<file path="config.mk">
export PLATFORM = sky130hd
export DESIGN_NAME = jtframe_mist_board
export DESIGN_NICKNAME = d
export VERILOG_FILES = /design/src/rtl/jtframe_board_pkg.sv /design/src/rtl/jtframe_sigmadelta.sv /design/src/rtl/jtframe_mist_board.sv
export SDC_FILE = /design/constraint.sdc
export NUM_CORES = 1
export LEC_CHECK = 0
export ABC_AREA = 1
export CORE_ASPECT_RATIO = 0.7
export CORE_UTILIZATION = 49
export DETAILED_ROUTE_END_ITERATION = 8
export PLACE_DENSITY = 0.92
export RECOVER_POWER = 50
export SETUP_SLACK_MARGIN = 0.5
export SYNTH_ARGS = -nofsm -noshare
export SYNTH_HDL_FRONTEND = slang
export SYNTH_HIERARCHICAL = 1
export SYNTH_SLANG_ARGS = --single-unit
</file>
<file path="constraint.sdc">
create_clock -name clk_sys -period 2.75 [get_ports clk_sys]
set_clock_uncertainty 0.05 [all_clocks]
set_input_delay 0.825 -clock clk_sys [delete_from_list [all_inputs] [get_ports clk_sys]]
set_output_delay 0.825 -clock clk_sys [all_outputs]
set_load 0.1 [all_outputs]
</file>
<file path="src/rtl/jtframe_board_pkg.sv">
// Shared constants and types for the MiST board glue: raw joystick bit map,
// reset counter limit and the SDRAM programming-write payload.
package jtframe_board_pkg;

    localparam int unsigned JOY_START   = 10;
    localparam int unsigned JOY_COIN    = 11;
    localparam int unsigned JOY_PAUSE   = 12;
    localparam int unsigned JOY_SERVICE = 13;

    localparam int unsigned RST_CNT_W = 8;
    localparam logic [RST_CNT_W-1:0] RST_CNT_MAX = 8'd255;

    localparam int unsigned ADDR_W  = 22;
    localparam int unsigned BYTE_W  = 8;
    localparam int unsigned JOY_W   = 10;
    localparam int unsigned RAW_W   = 16;
    localparam int unsigned COLOR_W = 6;
    localparam int unsigned SND_W   = 16;

    typedef struct packed {
        logic [ADDR_W-1:0] addr;
        logic [BYTE_W-1:0] data;
        logic [1:0]        mask;
        logic              we;
    } prog_t;

    // Widen a 4-bit colour to 6 bits by replicating its top bits.
    function automatic logic [COLOR_W-1:0] expand_color(input logic [3:0] c);
        return {c, c[3:2]};
    endfunction

endpackage

</file>
<file path="src/rtl/jtframe_sigmadelta.sv">
// First-order sigma-delta DAC: the carry out of a 16-bit phase accumulator
// is the 1-bit output stream.
module jtframe_sigmadelta
    import jtframe_board_pkg::*;
#(
    parameter bit SIGNED = 1'b0
) (
    input  logic             clk,
    input  logic             rst,
    input  logic [SND_W-1:0] din_i,
    output logic             dout_o
);

    logic [SND_W-1:0] u_c;
    logic [SND_W:0]   acc_q;
    logic [SND_W:0]   acc_d;

    // Two's complement samples are re-biased to offset binary.
    always_comb begin
        u_c   = SIGNED ? (din_i ^ 16'h8000) : din_i;
        acc_d = {1'b0, acc_q[SND_W-1:0]} + {1'b0, u_c};
    end

    always_ff @(posedge clk) begin
        if (rst) acc_q <= '0;
        else     acc_q <= acc_d;
    end

    assign dout_o = acc_q[SND_W];

endmodule

</file>
<file path="src/rtl/jtframe_mist_board.sv">
// Board glue between the MiST I/O layer and the game core: reset sequencing,
// ROM download to SDRAM writes, input conditioning, VGA colour and audio DACs.
module jtframe_mist_board
#(
    parameter bit SIGNED_SND             = 1'b0,
    parameter bit THREE_BUTTONS          = 1'b0,
    parameter bit GAME_INPUTS_ACTIVE_LOW = 1'b0
) (
    input  logic        clk_sys,
    input  logic        rst,
    input  logic        pll_locked,
    input  logic        rst_req,
    output logic        rst_n,
    output logic        game_rst_n,
    input  logic        downloading,
    input  logic [21:0] ioctl_addr,
    input  logic [7:0]  ioctl_data,
    input  logic        ioctl_wr,
    output logic [21:0] prog_addr,
    output logic [7:0]  prog_data,
    output logic [1:0]  prog_mask,
    output logic        prog_we,
    input  logic [15:0] joy1_raw,
    input  logic [15:0] joy2_raw,
    output logic [9:0]  game_joystick1,
    output logic [9:0]  game_joystick2,
    output logic [1:0]  game_coin,
    output logic [1:0]  game_start,
    output logic        game_pause,
    output logic        game_service,
    input  logic        pxl_cen,
    input  logic [3:0]  game_r,
    input  logic [3:0]  game_g,
    input  logic [3:0]  game_b,
    input  logic        LHBL,
    input  logic        LVBL,
    input  logic        hs,
    input  logic        vs,
    output logic [5:0]  VGA_R,
    output logic [5:0]  VGA_G,
    output logic [5:0]  VGA_B,
    output logic        VGA_HS,
    output logic        VGA_VS,
    input  logic [15:0] snd_left,
    input  logic [15:0] snd_right,
    output logic        AUDIO_L,
    output logic        AUDIO_R,
    output logic        LED
);
    import jtframe_board_pkg::*;

    localparam logic [JOY_W-1:0] JOY_INV  = {JOY_W{GAME_INPUTS_ACTIVE_LOW}};
    localparam logic [1:0]       PAIR_INV = {2{GAME_INPUTS_ACTIVE_LOW}};
    localparam prog_t PROG_RST = '{addr: '0, data: '0, mask: 2'b11, we: 1'b0};

    function automatic logic [JOY_W-1:0] cond_joy(input logic [RAW_W-1:0] raw);
        logic [JOY_W-1:0] j;
        j = raw[JOY_W-1:0];
        if (THREE_BUTTONS) j[9:7] = 3'b000;
        return j ^ JOY_INV;
    endfunction

    logic                 hold_c;
    logic [RST_CNT_W-1:0] rst_cnt_q, rst_cnt_d;
    logic                 rst_n_q, game_rst_n_q, game_rst_n_d;
    prog_t                prog_q, prog_d;
    logic [JOY_W-1:0]     joy1_q, joy2_q;
    logic [1:0]           coin_q, start_q;
    logic                 pause_q, service_q;
    logic [COLOR_W-1:0]   vga_r_q, vga_g_q, vga_b_q;
    logic                 vga_hs_q, vga_vs_q;
    logic                 blank_c;
    logic                 led_q;
    logic                 unused_c;

    assign hold_c   = rst | ~pll_locked | downloading | rst_req;
    assign blank_c  = ~LHBL | ~LVBL;
    assign unused_c = ^{joy1_raw[RAW_W-1:JOY_SERVICE+1], joy2_raw[RAW_W-1:JOY_SERVICE+1]};

    // Release counter restarts whenever any hold source is active.
    always_comb begin
        rst_cnt_d = rst_cnt_q;
        if (hold_c)                        rst_cnt_d = '0;
        else if (rst_cnt_q != RST_CNT_MAX) rst_cnt_d = rst_cnt_q + 1'b1;
        game_rst_n_d = ~hold_c & (rst_cnt_q == RST_CNT_MAX);
    end

    // Byte downloads become word writes; address bit 0 selects the lane.
    always_comb begin
        prog_d    = prog_q;
        prog_d.we = 1'b0;
        if (ioctl_wr & downloading) begin
            prog_d.addr = {1'b0, ioctl_addr[ADDR_W-1:1]};
            prog_d.data = ioctl_data;
            prog_d.mask = ioctl_addr[0] ? 2'b01 : 2'b10;
            prog_d.we   = 1'b1;
        end
    end

    always_ff @(posedge clk_sys) begin
        if (rst) begin
            rst_n_q      <= 1'b0;
            rst_cnt_q    <= '0;
            game_rst_n_q <= 1'b0;
            prog_q       <= PROG_RST;
            joy1_q       <= JOY_INV;
            joy2_q       <= JOY_INV;
            coin_q       <= PAIR_INV;
            start_q      <= PAIR_INV;
            pause_q      <= 1'b0;
            service_q    <= GAME_INPUTS_ACTIVE_LOW;
            vga_r_q      <= '0;
            vga_g_q      <= '0;
            vga_b_q      <= '0;
            vga_hs_q     <= 1'b0;
            vga_vs_q     <= 1'b0;
            led_q        <= 1'b0;
        end else begin
            rst_n_q      <= 1'b1;
            rst_cnt_q    <= rst_cnt_d;
            game_rst_n_q <= game_rst_n_d;
            prog_q       <= prog_d;
            joy1_q       <= cond_joy(joy1_raw);
            joy2_q       <= cond_joy(joy2_raw);
            coin_q       <= {joy2_raw[JOY_COIN], joy1_raw[JOY_COIN]} ^ PAIR_INV;
            start_q      <= {joy2_raw[JOY_START], joy1_raw[JOY_START]} ^ PAIR_INV;
            pause_q      <= joy1_raw[JOY_PAUSE] | joy2_raw[JOY_PAUSE];
            service_q    <= (joy1_raw[JOY_SERVICE] | joy2_raw[JOY_SERVICE]) ^ GAME_INPUTS_ACTIVE_LOW;
            led_q        <= downloading;
            if (pxl_cen) begin
                vga_r_q  <= blank_c ? '0 : expand_color(game_r);
                vga_g_q  <= blank_c ? '0 : expand_color(game_g);
                vga_b_q  <= blank_c ? '0 : expand_color(game_b);
                vga_hs_q <= hs;
                vga_vs_q <= vs;
            end
        end
    end

    jtframe_sigmadelta #(.SIGNED(SIGNED_SND)) u_sd_left (
        .clk    (clk_sys),
        .rst    (rst),
        .din_i  (snd_left),
        .dout_o (AUDIO_L)
    );

    jtframe_sigmadelta #(.SIGNED(SIGNED_SND)) u_sd_right (
        .clk    (clk_sys),
        .rst    (rst),
        .din_i  (snd_right),
        .dout_o (AUDIO_R)
    );

    assign rst_n          = rst_n_q;
    assign game_rst_n     = game_rst_n_q;
    assign prog_addr      = prog_q.addr;
    assign prog_data      = prog_q.data;
    assign prog_mask      = prog_q.mask;
    assign prog_we        = prog_q.we;
    assign game_joystick1 = joy1_q;
    assign game_joystick2 = joy2_q;
    assign game_coin      = coin_q;
    assign game_start     = start_q;
    assign game_pause     = pause_q;
    assign game_service   = service_q;
    assign VGA_R          = vga_r_q;
    assign VGA_G          = vga_g_q;
    assign VGA_B          = vga_b_q;
    assign VGA_HS         = vga_hs_q;
    assign VGA_VS         = vga_vs_q;
    assign LED            = led_q;

endmodule

</file>
# --- Yosys cells after proc, flatten, opt, wreduce, memory -nomap -nowiden ---
# Cells that the tools add are included.
classes:
  reduce_logical: 1
  bitwise_logic: 12
  eq_ne: 2
  mux: 6
  n_addsub: 3
op_table:
  columns: ["operator", "count"]
  rows:
  - ["16-bit by 16-bit adder with 17-bit output", 2]
  - ["6-bit 2-to-1 mux", 3]
  - ["8-bit by 1-bit adder with 8-bit output (second input constant)", 1]
  - ["8-bit == test (second input constant)", 1]
  - ["8-bit != test (second input constant)", 1]
  - ["1-bit OR", 6]
  - ["1-bit inverter", 4]
  - ["1-bit AND", 2]
  - ["1-bit 2-to-1 mux", 2]
  - ["2-bit 2-to-1 mux", 1]
  - ["2-bit OR reduction", 1]
totals:
  wordCells: 45
  register_bits: 123
  output_inout_bits: 84

# --- Longest topological paths before layout ---
depth:
  ltp_word: 6
  depth_mapped: 11
  ltp_nobuf: 11

# --- Modules after synthesis ---
# The synthesis kept the hierarchy.
by_module_without_submodules:
  columns: ["mod", "instances", "area_per_inst_um2", "cells_each", "seq_area_each_um2"]
  rows:
  - ["jtframe_mist_board", 1, 2956.6, 375, 1661.6]
  - ["jtframe_sigmadelta", 2, 1383.8, 221, 340.3]

# --- Least setup slack after synthesis ---
# No wires, ideal clock.
synth_timing:
  kind: "reg2out"
  from: "register vga_b_q[4] (netlist: VGA_B[4])"
  to: "output port VGA_B[4]"
  stages_incl_launch_ff: 2
  setup_slack_ps: 501
  arrival_ps: 1374
  n_path_buf: 1
  path_cell_list: "dfxtp_1 buf_4"
synth_rtl:
  columns: ["item", "line_no", "source"]
  rows:
  - ["from (decl)", "jtframe_mist_board.sv:70", "logic [COLOR_W-1:0] vga_r_q, vga_g_q, vga_b_q;"]
  - ["from (signal assigned)", "jtframe_mist_board.sv:133", "vga_b_q <= blank_c ? '0 : expand_color(game_b);"]
  - ["to (decl)", "jtframe_mist_board.sv:41", "output logic [5:0] VGA_B,"]
# No word-level cell between the ends.

# --- Worst setup path in the final report ---
layout_timing:
  from: "register joy2_q[6] (netlist: game_joystick2[6])"
  to: "output port game_joystick2[6]"
layout_rtl:
  columns: ["item", "line_no", "source"]
  rows:
  - ["from (decl)", "jtframe_mist_board.sv:67", "logic [JOY_W-1:0] joy1_q, joy2_q;"]
  - ["from (signal assigned)", "jtframe_mist_board.sv:124", "joy2_q <= cond_joy(joy2_raw);"]
  - ["to (decl)", "jtframe_mist_board.sv:26", "output logic [9:0] game_joystick2,"]
# No word-level cell between the ends.

==> flow_metrics.tcl <==
set metrics [dict create \
    cts_htree_levels 4 \
    cpLargestDelayFamily "buffers and inverters" \
    setup_tns_ns 0 \
    final_cell_mix "173 x nand2_1, 158 x nor2_1, 121 x inv_1, 117 x dfxtp_1, 110 x clkdlybuf4s50_1" \
    synth-seq-cells 117 \
    gp_congestion 0.859 \
    cts_tree "yes" \
    status "finished clean" \
    clk_latency_ns 0.40 \
    track_usage_pct 24.8 \
    drtAntennaViolNets 0 \
    avgRoutedWirePerCell_microns 12.6 \
    rsz0062_at_grt "false" \
    cp_slowest_cell "clkbuf_1" \
    synthArstFlopShare_pct 0 \
    powerDensity_nw_per_um2 797 \
    grt_antenna_before_repair 0 \
    fmax_ghz 0.411 \
    antenna_cells 0 \
    nNetsFinal 1166 \
    total_leakage_power_nw 4.13 \
    finalCritPeriodShare_pct 88.5 \
    grt_pass1_wl_microns 24100 \
    clk_pin_slew_ns 0.06 \
    cp.required_ns 1.88 \
    die_h_microns 92.4 \
    worst-setup-path-type "register to primary output" \
    grt_max_degree 46 \
    slew_headroom_pct 22.4 \
    worst_slew_pin_slew_ns 1.17 \
    synth-edff-count 0 \
    vias 5694 \
    cts_made_buffers 17 \
    synth_cell_types 30 \
    area_growth_pct 42.8 \
    crit_arrival_ns 1.56 \
    first_global_vias 5370 \
    ir_drop_v 0.000500 \
    fin_hold_ws_ns 0.423 \
    port-buffer-count 195 \
    ys.flop_type "dfxtp_1" \
    synth.yosys.seq_area_share_pct 40.9 \
    cts_buffer_depth 2 \
    start_kind "register" \
    drv_slew 0 \
    syn-num-nets 969 \
    grt-ovfl-total 0 \
    dp_hpwl_microns 11000 \
    slowest_delay_ns 0.85 \
    cp.buffers_inverters 1 \
    fp-row-count 32 \
    setup_viol 0 \
    cts_sinks 117 \
    syn_area_sq_um 5720 \
    critPathMaxFanout 1 \
    worstSetupEndpointType "primary output" \
    hold_class "register to register" \
    root_buffer "clkbuf_16" \
    drc 0 \
    drv_cap 0 \
    viasPerCell 4.83 \
    synth_cells 817 \
    die_w_microns 131 \
    hold_violations 0 \
    drtIter0Drc 235 \
    netlist_top_cells_area "dfxtp_1 41%, nand2_1 12%, nor2_1 10%, inv_1 7.9%, ha_1 7.2%" \
    yosysWarnings 6 \
    synth_area_leader_cell "dfxtp_1" \
    dr.pass1.iters 5 \
    ctsHoldBuffers 0 \
    layout_commonest_cell "nand2_1" \
    ioPinCount 201 \
    layout_min_cycle_time_ns 2.43 \
    synth_top_area_share_pct 40.9 \
    avgSynthCellArea_sq_um 7.01 \
    routed_wl_microns 14900 \
    core_sq_um 11200 \
    dieArea_sq_um 12100 \
    drive_gt1_share_pct 17.3 \
    path_cells "clkbuf_1" \
    start_util_pct 51.1 \
]
power breakdown:
part	internal (mW)	switching (mW)
combinational	0.776	1.63
clock	1.26	0.848
sequential	1.91	0.0847
total	3.95	2.57
registers in the layout, summed over array words and instances, names as in the netlist, 2 cells and up:
| name | cells |
|---|---|
| VGA_B | 4 |
| VGA_G | 4 |
| VGA_R | 4 |
| game_coin | 2 |
| game_joystick1 | 10 |
| game_joystick2 | 10 |
| game_start | 2 |
| prog_addr | 21 |
| prog_data | 8 |
| prog_mask | 2 |
| rst_cnt_q | 8 |
| u_sd_left/acc_q | 17 |
| u_sd_right/acc_q | 17 |
path summary, 6_finish.rpt:
kind                            start              endpoint  slack, ns  cells after the start
hold reg to reg          prog_mask[0]          prog_mask[0]       0.42                      2
setup / recovery    game_joystick2[6]     game_joystick2[6]       0.32                      1
setup reg to reg  u_sd_right/acc_q[0]  u_sd_right/acc_q[16]       1.04                      8
hold / removal           prog_mask[0]          prog_mask[0]       0.42                      2
cell families (layout without fill, tap and decap cells):
| kind of cell | after synthesis | after routing | share of synthesized area (%) |
|---|---|---|---|
| DFF | 117 | 117 | 40.9 |
| other | 1 | 1 | 0.0655 |
| buffers and inverters | 159 | 369 | 11.6 |
| AOI/OAI and AO/OA | 101 | 101 | 9.77 |
| and+or+nand+nor | 404 | 404 | 29.7 |
| adders and majority gates | 35 | 35 | 7.91 |
through the flow:
step                      utilization (%)  setup WS, ns  instance area (sq um)  power (mW)  instances
final                                72.9         0.315                   8180        6.51       1180
after global routing                 72.9         0.278                   8180        6.90       1180
after CTS                            72.5         0.508                   8120        6.47       1176
after detailed placement             67.2        0.0313                   7540        4.33       1144
after global placement               67.2        0.0627                   7540        4.25       1144
after floorplan                         -         0.501                   5720        3.76        817
routing by layer:
layer	track usage [%]	share of wire, %	wire (microns)	vias to the layer above
li1	-	-	-	2910
met1	29.4	43	6400	2550
met2	43.0	48	7150	209
met3	7.06	7.2	1070	25
met4	9.02	1.7	257	0
met5	0	0	0	-
repair_timing:
action	CTS	global route
resized for setup	4	15
setup endpoints to repair	5	14
buffers inserted	0	4
endpoints found under the hold margin	0	0
pin swaps	0	8
cell usage after synthesis (4+ instances only):
master,instances
dfxtp_1,117
o21ai_0,49
buf_4,10
inv_1,120
ha_1,33
nand2_1,179
nor3_2,6
inv_2,11
clkbuf_1,4
buf_2,11
nand3_2,5
nand2_2,13
a21oi_1,36
nor2_1,158
o211ai_1,12
nand3b_1,4
nand3_1,29
area by class of cell:
cell class	instances	area, sq um
clock buffer	17	425
clock inverter	15	146
fill	883	3030
inverter	132	497
multi-input combinational	541	2800
sequential	117	2340
tap	153	191
timing repair buffer	205	1780
Power figures use the tool's default switching activity.
